==> src/rtl/loba_pkg.sv <==
// Shared defaults and FSM state type for the LOBA product accumulator.
package loba_pkg;

  localparam int PW_DEF      = 32;
  localparam int AW_DEF      = 40;
  localparam int CW_DEF      = 16;
  localparam int MAX_LEN_DEF = 256;

  typedef enum logic [0:0] {
    ACC = 1'b0,
    OUT = 1'b1
  } state_t;

endpackage

==> src/rtl/loba_sat_add.sv <==
// Saturating adder: zero-extends a PW-bit product onto an AW-bit sum and
// clamps to all-ones when the addition carries out of AW bits.
module loba_sat_add
  import loba_pkg::*;
#(
  parameter int PW = PW_DEF,
  parameter int AW = AW_DEF
) (
  input  logic [AW-1:0] a,
  input  logic [PW-1:0] b,
  output logic [AW-1:0] y,
  output logic          ovf
);

  logic [AW:0] raw_s;

  // Wide add with one spare bit; the spare bit is the carry-out.
  always_comb begin
    raw_s = {1'b0, a} + {{(AW + 1 - PW){1'b0}}, b};
    if (raw_s[AW]) begin
      y   = {AW{1'b1}};
      ovf = 1'b1;
    end else begin
      y   = raw_s[AW-1:0];
      ovf = 1'b0;
    end
  end

endmodule

==> src/rtl/loba_acc.sv <==
// Group accumulator for LOBA multiplier products: sums products with
// saturation until in_last or MAX_LEN beats, then holds the result until
// the consumer takes it.
module loba_acc
  import loba_pkg::*;
#(
  parameter int PW      = PW_DEF,
  parameter int AW      = AW_DEF,
  parameter int CW      = CW_DEF,
  parameter int MAX_LEN = MAX_LEN_DEF
) (
  input  logic          clk,
  input  logic          rst,
  input  logic          in_valid,
  output logic          in_ready,
  input  logic [PW-1:0] in_p,
  input  logic          in_last,
  output logic          out_valid,
  input  logic          out_ready,
  output logic [AW-1:0] out_sum,
  output logic [CW-1:0] out_cnt,
  output logic          out_sat
);

  state_t        state_r;
  logic [AW-1:0] acc_r;
  logic [CW-1:0] cnt_r;
  logic          sat_r;
  logic          in_ready_r;
  logic          out_valid_r;

  logic [AW-1:0] sum_s;
  logic          ovf_s;
  logic [CW-1:0] cnt_nxt_s;
  logic          accept_s;
  logic          close_s;

  loba_sat_add #(.PW(PW), .AW(AW)) u_sat_add (
    .a   (acc_r),
    .b   (in_p),
    .y   (sum_s),
    .ovf (ovf_s)
  );

  // Next count and group-close decision for the beat offered this cycle.
  always_comb begin
    cnt_nxt_s = cnt_r + {{(CW-1){1'b0}}, 1'b1};
    accept_s  = in_valid && in_ready_r;
    close_s   = in_last || (cnt_nxt_s == CW'(MAX_LEN));
  end

  // Two-state FSM owning the accumulator, count, sticky flag and handshakes.
  always_ff @(posedge clk) begin
    if (rst) begin
      state_r     <= ACC;
      acc_r       <= {AW{1'b0}};
      cnt_r       <= {CW{1'b0}};
      sat_r       <= 1'b0;
      in_ready_r  <= 1'b1;
      out_valid_r <= 1'b0;
    end else begin
      case (state_r)
        ACC: begin
          if (accept_s) begin
            acc_r <= sum_s;
            cnt_r <= cnt_nxt_s;
            sat_r <= sat_r | ovf_s;
            if (close_s) begin
              state_r     <= OUT;
              in_ready_r  <= 1'b0;
              out_valid_r <= 1'b1;
            end else begin
              state_r     <= ACC;
            end
          end else begin
            state_r <= ACC;
          end
        end
        OUT: begin
          if (out_ready) begin
            state_r     <= ACC;
            acc_r       <= {AW{1'b0}};
            cnt_r       <= {CW{1'b0}};
            sat_r       <= 1'b0;
            in_ready_r  <= 1'b1;
            out_valid_r <= 1'b0;
          end else begin
            state_r <= OUT;
          end
        end
        default: begin
          state_r     <= ACC;
          acc_r       <= {AW{1'b0}};
          cnt_r       <= {CW{1'b0}};
          sat_r       <= 1'b0;
          in_ready_r  <= 1'b1;
          out_valid_r <= 1'b0;
        end
      endcase
    end
  end

  assign in_ready  = in_ready_r;
  assign out_valid = out_valid_r;
  assign out_sum   = acc_r;
  assign out_cnt   = cnt_r;
  assign out_sat   = sat_r;

endmodule

==> config.mk <==
export PLATFORM = sky130hd
export DESIGN_NAME = loba_acc
export DESIGN_NICKNAME = d
export VERILOG_FILES = /design/src/rtl/loba_pkg.sv /design/src/rtl/loba_sat_add.sv /design/src/rtl/loba_acc.sv
export SDC_FILE = /design/constraint.sdc
export NUM_CORES = 1
export LEC_CHECK = 0
export BUFFER_PORTS_ARGS = -buffer_cell sky130_fd_sc_hd__clkbuf_2
export CAP_MARGIN = 20
export CELL_PAD_IN_SITES_DETAIL_PLACEMENT = 0
export CELL_PAD_IN_SITES_GLOBAL_PLACEMENT = 1
export CORE_MARGIN = 5
export CORE_UTILIZATION = 43
export CTS_CLUSTER_DIAMETER = 50
export CTS_CLUSTER_SIZE = 8
export DETAILED_ROUTE_END_ITERATION = 6
export PLACE_DENSITY_LB_ADDON = 0.1
export SETUP_SLACK_MARGIN = 0.05
export SLEW_MARGIN = 40
export SYNTH_ARGS = -nofsm -noshare
export SYNTH_HDL_FRONTEND = slang
export SYNTH_HIERARCHICAL = 1
export SYNTH_SLANG_ARGS = --single-unit
==> constraint.sdc <==
create_clock -name clk -period 8.4 [get_ports clk]
set_input_delay 0.42 -clock clk [delete_from_list [all_inputs] [get_ports clk]]
set_output_delay 0.42 -clock clk [all_outputs]
set_load 0.01 [all_outputs]
======== Yosys cells after proc, flatten, opt, wreduce, memory -nomap -nowiden ========
Index checks and enable logic that the tools add are counted.
operators by class
  add/sub/neg operators ................... 2
  equal/unequal tests ..................... 4
  mux-type cells .......................... 22
  bitwise logic cells ..................... 2
  reduce and logical (&&, ||, !) cells .... 4
operators with widths
  cell                                                               count
  40-bit 2-to-1 mux                                                  3
  40-bit case mux with 2 select lines                                1
  40-bit by 32-bit adder with 41-bit output                          1
  16-bit 2-to-1 mux                                                  2
  16-bit case mux with 2 select lines                                1
  16-bit by 1-bit adder with 16-bit output (second input constant)   1
  16-bit by 9-bit == test with 1-bit output (second input constant)  1
  1-bit 2-to-1 mux                                                   11
  1-bit case mux with 2 select lines                                 4
  2-bit != test (second input constant)                              3
  3-bit AND reduction                                                1
  2-bit AND reduction                                                1
  1-bit logical AND                                                  1
  1-bit logical OR                                                   1
  1-bit inverter                                                     1
  1-bit bitwise OR                                                   1
word-level totals
  register bits ........................... 60
  input port bits ......................... 37
  output and inout bits ................... 59
  word-level logic and storage cells ...... 40

======== Logic depth before layout (Yosys ltp) ========
  depth in word-level cells ............... 6
  mapped depth ............................ 13

======== Hierarchy ========
Netlist, hierarchy kept.
by module, submodules not included
  module        instances  cells each  area an instance (um^2)
  loba_acc      1          338         2670.1
  loba_sat_add  1          350         2242.2

======== Worst setup path after synthesis ========
Ideal clock, no wire load.
  kind .................................... input port to flip-flop
  start point ............................. input in_p[0]
  end point ............................... register acc_r[38] (netlist: out_sum[38])
  library setup time ...................... 0.132 ns
  arrival ................................. 2.890 ns
  data required time ...................... 8.268 ns
  path slack .............................. 5.378 ns
  cell stages on the path ................. 13
  path buffers ............................ 1
  cells stage by stage .................... ha_1 -> fa_1 -> a211oi_1 -> o21a_1 -> a211oi_1 -> o211a_1 -> o31a_1 -> o21bai_2 -> buf_4 -> nand2_1 -> mux2_2 -> nand2_1 -> a21oi_1
between the ends
  word-level cells in the longest chain between the ends .. 4
RTL lines
  item                                       line                source
  start, declared                            loba_acc.sv:16      input logic [PW-1:0] in_p,
  40-bit by 32-bit adder with 41-bit output  loba_sat_add.sv:19  raw_s = {1'b0, a} + {{(AW + 1 - PW){1'b0}}, b};
  40-bit 2-to-1 mux                          loba_sat_add.sv:20  if (raw_s[AW]) begin
  via sum_s[38]                              loba_acc.sv:32      logic [AW-1:0] sum_s;
  40-bit 2-to-1 mux                          loba_acc.sv:64      if (accept_s) begin
  40-bit case mux with 2 select lines        loba_acc.sv:62      case (state_r)
  end signal, assigned                       loba_acc.sv:56      acc_r <= {AW{1'b0}};
  end signal, assigned                       loba_acc.sv:65      acc_r <= sum_s;
  end signal, assigned                       loba_acc.sv:82      acc_r <= {AW{1'b0}};
  end, declared                              loba_acc.sv:26      logic [AW-1:0] acc_r;
The timed path passes the listed nets, and every way through them passes these cells. The select of a mux whose other input is x is not followed.
A chain may end at the register's enable or synchronous reset.

======== Worst setup path after layout ========
  start point ............................. register acc_r[0] (netlist: out_sum[0])
  end point ............................... register acc_r[39] (netlist: out_sum[39])
between the ends
  word-level cells in the longest chain between the ends .. 4
RTL lines
  item                                       line
  40-bit by 32-bit adder with 41-bit output  loba_sat_add.sv:19
  40-bit 2-to-1 mux                          loba_sat_add.sv:20
  via sum_s[39]                              loba_acc.sv:32
  40-bit 2-to-1 mux                          loba_acc.sv:64
  40-bit case mux with 2 select lines        loba_acc.sv:62
The timed path passes the listed nets, and every way through them passes these cells. The select of a mux whose other input is x is not followed.

==> flow_metrics.tcl <==
set metrics [dict create \
    ctsHoldBuffers 0 \
    synth_edf_count 0 \
    cp_data_arrival_time_ns 3.70 \
    antenna_found_initial 0 \
    critical_path_class "reg2reg" \
    ys_ff_latch 60 \
    wl_per_cell_um 16.0 \
    synth_top_area_cell "dfxtp_1" \
    pre_cts_slack_ns 4.79 \
    r2r_slack_ns 4.89 \
    ios 96 \
    timing.rr.start "out_sum[0]" \
    die-height_um 117 \
    vias 5157 \
    synth_area_um2 4910 \
    insertion_delay_ns 0.34 \
    cp-startpoint "out_sum[0]" \
    track_usage 0.217 \
    viasPerCell 5.76 \
    syn-num-nets 760 \
    rsz0062_at_grt "false" \
    ys_types 70 \
    hpwl_mm 10.3 \
    finalSetupViolCount 0 \
    final-hold-violation-count 0 \
    maxSlewHeadroom 0.511 \
    fin_crit_ns 3.51 \
    hold_start "out_ready" \
    ys_seq_area_frac 0.245 \
    clock_path_buffers 2 \
    dr.pass1.iters 5 \
    fmax_mhz 285 \
    cts_root_buf "clkbuf_16" \
    final_area_um2 5710 \
    synthTopCellsByArea "dfxtp_1, a21oi_1, nand2_1, ha_1, nand3_1" \
    setup_slack_ns 4.89 \
    syn_inst 688 \
    grt_pass1_vias 4842 \
    worst_slew_pin_slew_ns 0.734 \
    layout_common_cells "nand2_1, a21oi_1, clkbuf_2" \
    clock_sinks 60 \
    skew_ns 0.00529 \
    finalWirelength_mm 14.3 \
    grt_start_max_net_pins 62 \
    p_leak_uw 0.00250 \
    place.gp.congestion 0.879 \
    cp_data_required_time_ns 8.59 \
    status "completed" \
    ys.flop_type "dfxtp_1" \
    grt_pass1_wl_mm 23.9 \
    clk_pin_slew_ns 0.06 \
    final_common_cell "nand2_1" \
    ctsHtreeMaxLevel 3 \
    nets 820 \
    antenna_cells 0 \
    cts_setup_buffers 0 \
    setup_tns_ns 0 \
    grt_overflow 0 \
    portBuffers 95 \
    cts-buffers-inserted 9 \
    antenna_left 0 \
    core_area_um2 11300 \
    fin_crit_sh 0.418 \
    cts.repair.resized 0 \
    critPathLaunchType "register" \
    slew_viol_final 0 \
    power_density_nw_per_um2 189 \
    synth.top_cell.area_share 0.245 \
    cts_tree "yes" \
    final_layout_size_suffix_gt1_frac 0.187 \
    syn_area_per_cell_um2 7.14 \
    hold_class "in2reg" \
    drt_iter0_markers 346 \
    cap_violations 0 \
    rows 39 \
    cp_max_fo 20 \
    die_w_um 117 \
    end_kind "register" \
    fillers 1182 \
    hold-worst-slack_ns 0.364 \
    peakVddDrop_uv 111 \
    area_growth_pct 16.2 \
    synthArstFlopShare 0 \
    place_area_um2 5390 \
    yosys_warnings 6 \
    die_area_um2 13700 \
    initial_core_util 0.434 \
    drcViolationCount 0 \
]
-- worst paths after layout --
check	depth (start not counted)	end
worst max-delay path	12	out_sum[39]
worst min-delay path	2	out_sat
worst max register to register	12	out_sum[39]
worst min register to register	2	out_sum[16]
-- stage by stage --
stage | util | instances | total power (uW)
6_report | 0.504 | 896 | 1080
5_1_grt | 0.504 | 896 | 1150
4_1_cts | 0.504 | 896 | 1090
3_5_place_dp | 0.476 | 880 | 676
3_3_place_gp | 0.474 | 879 | 674
2_1_floorplan | - | 688 | 586
-- state kept, by name (all words and copies together), names as in the netlist --
register	flops
in_ready	1
out_cnt	16
out_sat	1
out_sum	40
out_valid	1
state_r	1
-- where the power goes --
group / internal, uW / total [uW] / switching [uW]
registers: 307 / 326 / 19.9
clock network: 266 / 407 / 141
logic: 139 / 347 / 208
-- metal layers --
layer	wire length [um]	global-route usage	part of all wire
met1	6870	0.302	0.48
met2	6380	0.337	0.45
met3	781	0.0339	0.055
met4	260	0.0841	0.018
met5	0	0	0
-- cell usage after synthesis (7+ instances only) --
cell type	n
xnor2_1	23
o21ai_0	28
nand4_1	17
nor3_1	11
nor2_1	37
a211oi_1	9
nand2_1	120
o21a_1	8
xor2_1	12
a21oi_1	98
ha_1	34
inv_1	7
a21o_1	11
dfxtp_1	60
nand3_1	64
clkbuf_1	34
-- cells by family after synthesis --
kind of cell | Yosys count | synth area share
simple gates | 292 | 0.281
compound gates | 201 | 0.254
flops | 60 | 0.245
buf+inv | 59 | 0.0527
xor+xnor | 35 | 0.0624
fa+ha+maj | 35 | 0.0907
mux | 6 | 0.0140
-- layout make-up --
cell class	count	area (um^2)	area share
sequential	60	1200	0.210
tap	143	179	0.0314
multi-input combinational	569	3470	0.607
clock inverter	5	75.1	0.0132
clock buffer	11	243	0.0425
inverter	8	30.0	0.00526
timing repair buffer	100	513	0.0899
-- critical path: stages, from the launching register on --
cell and delay [ns]:
dfxtp_1 0.32, ha_1 0.24, fa_1 0.44, a211oi_1 0.26, o21a_1 0.28, a211oi_1 0.16
o211a_1 0.31, o31a_1 0.31, o21bai_4 0.51, nand2_1 0.13, mux2_4 0.27, nand2_1 0.06
a21oi_1 0.06
(Power assumes the default switching activity.)
